--- src/rtl/muldiv_if.sv ---
// Request/response bundle between the EX stage and the iterative RV32M multiply/divide unit.
interface muldiv_if #(
  parameter int unsigned XLEN = 32
);
  logic            start;
  logic            flush;
  logic [2:0]      funct3;
  logic [XLEN-1:0] rs1_reg;
  logic [XLEN-1:0] rs2_reg;
  logic            busy;
  logic            done;
  logic [XLEN-1:0] result;

  modport master (
    output start, flush, funct3, rs1_reg, rs2_reg,
    input  busy, done, result
  );

  modport slave (
    input  start, flush, funct3, rs1_reg, rs2_reg,
    output busy, done, result
  );
endinterface

--- src/rtl/muldiv_unit.sv ---
// Iterative radix-2 RV32M multiply/divide: shift-add multiply, restoring divide,
// one bit per cycle on operand magnitudes with a sign fix-up on the final cycle.
module muldiv_unit #(
  parameter int unsigned XLEN = 32
) (
  input  logic    clk,
  input  logic    rst_n,
  muldiv_if.slave bus
);

  localparam int unsigned CW = $clog2(XLEN);
  localparam int unsigned PW = 2 * XLEN;

  localparam logic [2:0] OP_MUL    = 3'b000;
  localparam logic [2:0] OP_MULH   = 3'b001;
  localparam logic [2:0] OP_MULHSU = 3'b010;
  localparam logic [2:0] OP_MULHU  = 3'b011;
  localparam logic [2:0] OP_DIV    = 3'b100;
  localparam logic [2:0] OP_DIVU   = 3'b101;
  localparam logic [2:0] OP_REM    = 3'b110;

  localparam logic [XLEN-1:0] SMIN = {1'b1, {(XLEN-1){1'b0}}};

  typedef enum logic [1:0] {IDLE, BUSY, DONE} state_t;

  state_t          state_q, state_d;
  logic [CW-1:0]   cnt_q, cnt_d;
  logic [2:0]      op_q, op_d;
  logic            sa_q, sa_d;
  logic            sb_q, sb_d;
  logic [XLEN-1:0] opnd_q, opnd_d;
  logic [PW-1:0]   acc_q, acc_d;
  logic            busy_q, busy_d;
  logic            done_q, done_d;
  logic [XLEN-1:0] res_q, res_d;

  // Request decode: which operands are signed, their magnitudes, and early-out cases.
  logic            a_signed, b_signed;
  logic            a_neg, b_neg;
  logic [XLEN-1:0] a_abs, b_abs;
  logic            is_div_in;
  logic            div_zero, div_ovf;

  always_comb begin
    a_signed = 1'b0;
    b_signed = 1'b0;
    case (bus.funct3)
      OP_MULH, OP_DIV, OP_REM: begin
        a_signed = 1'b1;
        b_signed = 1'b1;
      end
      OP_MULHSU: a_signed = 1'b1;
      default: ;
    endcase
  end

  assign a_neg     = a_signed & bus.rs1_reg[XLEN-1];
  assign b_neg     = b_signed & bus.rs2_reg[XLEN-1];
  assign a_abs     = a_neg ? (~bus.rs1_reg + XLEN'(1)) : bus.rs1_reg;
  assign b_abs     = b_neg ? (~bus.rs2_reg + XLEN'(1)) : bus.rs2_reg;
  assign is_div_in = bus.funct3[2];
  assign div_zero  = is_div_in & (bus.rs2_reg == '0);
  assign div_ovf   = is_div_in & ~bus.funct3[0] & (bus.rs1_reg == SMIN) & (&bus.rs2_reg);

  // Multiply step: multiplier sits in the low half and shifts out as the product shifts in.
  logic [XLEN:0] mul_sum;
  logic [PW-1:0] mul_step;

  assign mul_sum  = {1'b0, acc_q[PW-1:XLEN]} + (acc_q[0] ? {1'b0, opnd_q} : '0);
  assign mul_step = {mul_sum, acc_q[XLEN-1:1]};

  // Divide step: remainder in the high half, dividend bits shift up into it, quotient fills the low half.
  logic [XLEN:0] rem_sh, rem_diff;
  logic [PW-1:0] div_step;

  assign rem_sh   = acc_q[PW-1:XLEN-1];
  assign rem_diff = rem_sh - {1'b0, opnd_q};
  assign div_step = rem_diff[XLEN] ? {rem_sh[XLEN-1:0],   acc_q[XLEN-2:0], 1'b0}
                                   : {rem_diff[XLEN-1:0], acc_q[XLEN-2:0], 1'b1};

  logic [PW-1:0] acc_nx;
  assign acc_nx = op_q[2] ? div_step : mul_step;

  // Sign fix-up and result selection from the state after the last iteration.
  logic [PW-1:0]   prod_fix;
  logic [XLEN-1:0] quot, rem, fin;

  always_comb begin
    prod_fix = (sa_q ^ sb_q) ? (~acc_nx + PW'(1)) : acc_nx;
    quot     = acc_nx[XLEN-1:0];
    rem      = acc_nx[PW-1:XLEN];
    fin      = rem;
    case (op_q)
      OP_MUL:                       fin = prod_fix[XLEN-1:0];
      OP_MULH, OP_MULHSU, OP_MULHU: fin = prod_fix[PW-1:XLEN];
      OP_DIV:                       fin = (sa_q ^ sb_q) ? (~quot + XLEN'(1)) : quot;
      OP_DIVU:                      fin = quot;
      OP_REM:                       fin = sa_q ? (~rem + XLEN'(1)) : rem;
      default:                      fin = rem;
    endcase
  end

  // Next-state and next-output logic.
  always_comb begin
    state_d = state_q;
    cnt_d   = cnt_q;
    op_d    = op_q;
    sa_d    = sa_q;
    sb_d    = sb_q;
    opnd_d  = opnd_q;
    acc_d   = acc_q;
    res_d   = res_q;

    case (state_q)
      IDLE: begin
        if (bus.start && !bus.flush) begin
          op_d   = bus.funct3;
          sa_d   = a_neg;
          sb_d   = b_neg;
          cnt_d  = '0;
          opnd_d = is_div_in ? b_abs : a_abs;
          acc_d  = {{XLEN{1'b0}}, (is_div_in ? a_abs : b_abs)};
          if (div_zero) begin
            state_d = DONE;
            res_d   = bus.funct3[1] ? bus.rs1_reg : '1;
          end else if (div_ovf) begin
            state_d = DONE;
            res_d   = bus.funct3[1] ? '0 : bus.rs1_reg;
          end else begin
            state_d = BUSY;
          end
        end
      end
      BUSY: begin
        if (bus.flush) begin
          state_d = IDLE;
        end else begin
          acc_d = acc_nx;
          cnt_d = cnt_q + CW'(1);
          if (cnt_q == CW'(XLEN - 1)) begin
            state_d = DONE;
            res_d   = fin;
          end
        end
      end
      DONE:    state_d = IDLE;
      default: state_d = IDLE;
    endcase
  end

  assign busy_d = (state_d != IDLE);
  assign done_d = (state_d == DONE);

  always_ff @(posedge clk or negedge rst_n) begin
    if (!rst_n) begin
      state_q <= IDLE;
      cnt_q   <= '0;
      op_q    <= '0;
      sa_q    <= 1'b0;
      sb_q    <= 1'b0;
      opnd_q  <= '0;
      acc_q   <= '0;
      busy_q  <= 1'b0;
      done_q  <= 1'b0;
      res_q   <= '0;
    end else begin
      state_q <= state_d;
      cnt_q   <= cnt_d;
      op_q    <= op_d;
      sa_q    <= sa_d;
      sb_q    <= sb_d;
      opnd_q  <= opnd_d;
      acc_q   <= acc_d;
      busy_q  <= busy_d;
      done_q  <= done_d;
      res_q   <= res_d;
    end
  end

  assign bus.busy   = busy_q;
  assign bus.done   = done_q;
  assign bus.result = res_q;

endmodule

--- src/flat_wrapper.sv ---
// flat-port wrapper written by rule: the top's interface ports become plain ports
module muldiv_unit_flat 
#(
  parameter int unsigned XLEN = 32
)
  (clk, rst_n, bus_start, bus_flush, bus_funct3, bus_rs1_reg, bus_rs2_reg, bus_busy, bus_done, bus_result);
  muldiv_if #(.XLEN(XLEN)) bus_i ();
  input  logic clk;
  input  logic rst_n;
  input wire logic [$bits(bus_i.start)-1:0] bus_start;
  input wire logic [$bits(bus_i.flush)-1:0] bus_flush;
  input wire logic [$bits(bus_i.funct3)-1:0] bus_funct3;
  input wire logic [$bits(bus_i.rs1_reg)-1:0] bus_rs1_reg;
  input wire logic [$bits(bus_i.rs2_reg)-1:0] bus_rs2_reg;
  output wire logic [$bits(bus_i.busy)-1:0] bus_busy;
  output wire logic [$bits(bus_i.done)-1:0] bus_done;
  output wire logic [$bits(bus_i.result)-1:0] bus_result;
  assign bus_i.start = bus_start;
  assign bus_i.flush = bus_flush;
  assign bus_i.funct3 = bus_funct3;
  assign bus_i.rs1_reg = bus_rs1_reg;
  assign bus_i.rs2_reg = bus_rs2_reg;
  assign bus_busy = bus_i.busy;
  assign bus_done = bus_i.done;
  assign bus_result = bus_i.result;
  muldiv_unit #(.XLEN(XLEN)) u_core (.clk(clk), .rst_n(rst_n), .bus(bus_i));
endmodule
--- config.mk ---
export PLATFORM = sky130hd
export DESIGN_NAME = muldiv_unit_flat
export DESIGN_NICKNAME = d
export VERILOG_FILES = /design/src/rtl/muldiv_if.sv /design/src/rtl/muldiv_unit.sv /design/src/flat_wrapper.sv
export SDC_FILE = /design/constraint.sdc
export NUM_CORES = 1
export LEC_CHECK = 0
export ABC_CLOCK_PERIOD_IN_PS = 7900
export CAP_MARGIN = 30
export CORE_ASPECT_RATIO = 1.4
export CORE_MARGIN = 8
export CORE_UTILIZATION = 50
export CTS_CLUSTER_DIAMETER = 40
export DETAILED_ROUTE_END_ITERATION = 10
export PLACE_DENSITY = 0.69
export REMOVE_ABC_BUFFERS = 1
export SLEW_MARGIN = 20
export SYNTH_ARGS = -nofsm -noshare
export SYNTH_HDL_FRONTEND = slang
export SYNTH_SLANG_ARGS = --single-unit
--- constraint.sdc ---
create_clock -name clk -period 7.9 [get_ports clk]
set_clock_uncertainty 0.05 [all_clocks]
set_input_delay 1.58 -clock clk [delete_from_list [all_inputs] [get_ports clk]]
set_output_delay 1.58 -clock clk [all_outputs]
set_load 0.02 [all_outputs]
==> summary.md <==
| Metric | Value |
|---|---|
| Mean Syn Cell Area | `7.14 um^2` |
| Share of flip-flops with an asynchronous set or reset | `1.00` |
| Antenna Diode Count | `0` |
| Crit Path Max Fanout | `10` |
| Post_cts resized | `0` |
| Die Ht | `233 um` |
| Post-synth cell types | `around 100` |
| Num CTS Buffers | `17` |
| Top cell by count, worst path | `ha_1` |
| Status | `finished clean` |
| Post-DR vias/cell | `~6.7` |
| Routed wire length | `around 71000 um` |
| Net Sw Power | `0.00389 W` |
| Ys flop type | `dfrtp_1` |
| Combinational share of power | `0.722` |
| Ys Warns | `0` |
| Die width | `171 um` |
| Std cell rows | `79` |
| Global placer's final weighted congestion | `0.990` |
| Final hold vios | `0` |
| Final setup fails | `0` |
| Slew headroom | `0.260` |
| Register share of total power | `0.166` |
| Clock Path Buffers | `2` |
| RSZ-0062 raised after global routing | `no` |
| Internal Power | `0.00308 W` |
| H-tree Lvls | `4` |
| Mapped Area | `0.0168 mm^2` |
| Max Cap Viol | `0` |
| First-pass GRT wire length | `108000 um` |
| Gr usage total | `0.357` |
| Final period util | `0.793` |
| Slew @ Worst Pin | `about 1.1 ns` |
| Placed cells | `2798` |
| Critical-path top delay cell | `or3_1` |
| Initial drt markers | `1806` |
| EDFF count, synth | `0` |
| Slowest stage delay, CP | `approximately 0.55 ns` |
| Core box area | `0.0332 mm^2` |
| Pwr Density | `371 mW/mm^2` |
| Die Area | `about 0.04 mm^2` |
| Initial Utilization | `0.505` |
| Drc violations | `0` |
| CP Launch Type | `flop` |
| Worst setup EP type | `flop` |
| Count of state elements after synthesis | `142` |
| Post-route setup TNS | `0 ns` |
| # nets final | `2518` |
| I/O Pins | `105` |
| Total number of vias | `18900` |
| Hold Buf Count CTS | `0` |
| Post-synthesis sequential area ratio | `0.212` |
| Worst-path clk slew | `0.07 ns` |
| Critical path class | `flop to flop` |
| Worst skew pair latency | `0.47 ns` |
| TritonCTS clock tree | `done` |
| Clk pwr share | `0.113` |
| CP required | `slightly above 8 ns` |
| Leakage | `7.64 nW` |
| Area grow syn2layout | `12.0%` |
| Hold WC Path Type | `flop to flop` |
| DP Wirelength | `~55000 um` |
| Fmax | `about 160 MHz` |
| Final Slew Violations | `0` |
| Critical path, cell by cell | `ha_1 > a21o_1 > o21bai_1 > a221oi_2 > o211ai_1 > o211ai_4 > nor2_2 > a21oi_1 > ha_1 > nor3b_1 > o221ai_1 > nor4_1 > buf_4 > and3_1 > and2_1 > nand3b_1 > or3_1 > o41ai_1 > xnor2_1 > a221oi_1 > o21ai_1` |
| Layout cells sized above 1 | `0.0649` |
| Largest net degree at the start of global routing | `112` |
| First-pass iteration count of the detailed router | `8` |
| Setup Fix Bufs, Post-CTS | `0` |
| Clock root buffer | `clkbuf_16` |
| Clock sinks | `142` |
| Mean routed wirelength per cell | `~25 um` |
| Crit path time final | `6.26 ns` |
| Number of non-filler instances in the completed layout | `between 2000 and 3000` |
| Overflow after GRT | `0` |
| WP data arrival | `6.55 ns` |
| VDD IR-drop max | `260 uV` |
| Buffers on Ports | `104` |
| Net Sw Frac | `0.558` |
| Post-DRT Antenna Nets | `0` |
| Cells after synthesis | `~2400` |
| Initial antenna violation count | `2` |
| Vias in the first global route | `18100` |
[final timing paths]
path,depth (start not counted),slack [ns],to,startpoint
hold reg to reg,2,0.43,u_core.bus.result[1]$_DFFE_PN0P_,u_core.bus.result[1]$_DFFE_PN0P_
max in group asynchronous,3,5.48,u_core.acc_q[62]$_DFFE_PN0P_,rst_n
hold / removal,2,0.43,u_core.bus.result[1]$_DFFE_PN0P_,u_core.bus.result[1]$_DFFE_PN0P_
min in group asynchronous,1,1.07,u_core.bus.busy$_DFF_PN0_,rst_n
setup / recovery,21,1.64,u_core.bus.result[24]$_DFFE_PN0P_,u_core.acc_q[58]$_DFFE_PN0P_
setup reg to reg,21,1.64,u_core.bus.result[24]$_DFFE_PN0P_,u_core.acc_q[58]$_DFFE_PN0P_
[Yosys cell counts (all sizes together), types with 10 or more instances]
cell type | number | area [um^2]
ha | 71 | 888
buf | 37 | 175
a21oi | 291 | 1460
nor2b | 11 | 68.8
and3 | 19 | 119
or3 | 22 | 138
nor4 | 20 | 140
o221ai | 12 | 105
a211o | 11 | 96.3
a21o | 33 | 248
nand3 | 43 | 215
a31oi | 42 | 269
mux2i | 47 | 483
nor3 | 75 | 380
xor2 | 67 | 587
o211ai | 25 | 201
a211oi | 30 | 238
mux2 | 15 | 169
dfrtp | 142 | 3550
nand2b | 18 | 113
nand2 | 259 | 972
inv | 80 | 300
a221oi | 18 | 181
o21ai | 220 | 1100
and2 | 45 | 282
a21boi | 10 | 75.1
nand4 | 30 | 194
o31ai | 25 | 188
o21a | 16 | 120
a22o | 20 | 175
xnor2 | 98 | 858
or2 | 17 | 106
clkbuf | 114 | 430
nor2 | 225 | 847
[per-stage QoR]
stage | area, um^2 | setup WS (ns) | utilization | hold WS (ns) | total power (W)
after floorplan | 16200 | 0.0628 | - | 0.414 | 0.00449
after global placement | 18200 | 1.91 | 0.547 | 0.425 | 0.00598
after detailed placement | 18200 | 1.68 | 0.548 | 0.424 | 0.00602
after CTS | 18800 | 1.68 | 0.565 | 0.440 | 0.00683
after global routing | 18800 | 1.11 | 0.566 | 0.464 | 0.00740
final | 18800 | 1.64 | 0.566 | 0.434 | 0.00697
[cells by family after synthesis]
family | count (synthesis) | share of synthesized area
compound gates | 844 | 0.315
simple gates | 834 | 0.239
buf+inv | 232 | 0.0542
xor+xnor | 165 | 0.0861
flops | 142 | 0.212
fa+ha+maj | 73 | 0.0553
mux | 62 | 0.0388
[layer usage]
layer / wire length (um) / global-route usage
met1: 27000 / 0.415
met2: 34300 / 0.602
met3: 5000 / 0.0570
met4: 4990 / 0.232
met5: 11 / 0
[cell type report]
class	count	area, um^2
Timing Repair Buffer	154	1470
Tap cell	445	557
Sequential cell	142	3560
Fill cell	3297	14400
Inverter	81	304
Clock buffer	18	439
Multi-Input combinational cell	1978	12400
Clock inverter	14	110
[power groups by stage]
stage	Combinational, W	Clock, W	Sequential, W
5_1_grt	0.00540	0.000817	0.00118
3_3_place_gp	0.00484	0	0.00114
4_1_cts	0.00490	0.000790	0.00114
2_1_floorplan	0.00339	0	0.00110
3_5_place_dp	0.00486	0	0.00116
6_report	0.00503	0.000787	0.00115
[flip-flops by register name (all words and copies together) (netlist names)]
name               cells
u_core.sa_q            1
u_core.bus.done        1
u_core.acc_q          64
u_core.state_q         2
u_core.bus.busy        1
u_core.opnd_q         32
u_core.op_q            3
u_core.sb_q            1
u_core.cnt_q           5
u_core.bus.result     32
[cells in the final DEF, fill, tap and decap left out, types with 25 or more instances in the layout]
cell type and n:
nor3_1 74, nand3_1 43, ha_1 71, mux2i_1 46, o31ai_1 25, a31oi_1 41, inv_1 79, xor2_1 66
nand2_1 259, clkdlybuf4s50_1 102, xnor2_1 97, and2_1 45, a21oi_1 289, a211oi_1 29, nand4_1 29, a21o_1 33
o21ai_0 214, dfrtp_1 141, nor2_1 222, buf_4 46
[critical path: cells and delay by family, from the launching register on]
family	cells	cell delay [ns]
AND/OR/NAND/NOR	7	1.84
flip-flops	1	0.42
XOR/XNOR	1	0.11
AO/OA/AOI/OAI	10	2.92
buffers and inverters	1	0.18
adder cells (fa/ha/maj)	2	0.61
Note: power is estimated with default switching activity, not from simulation.
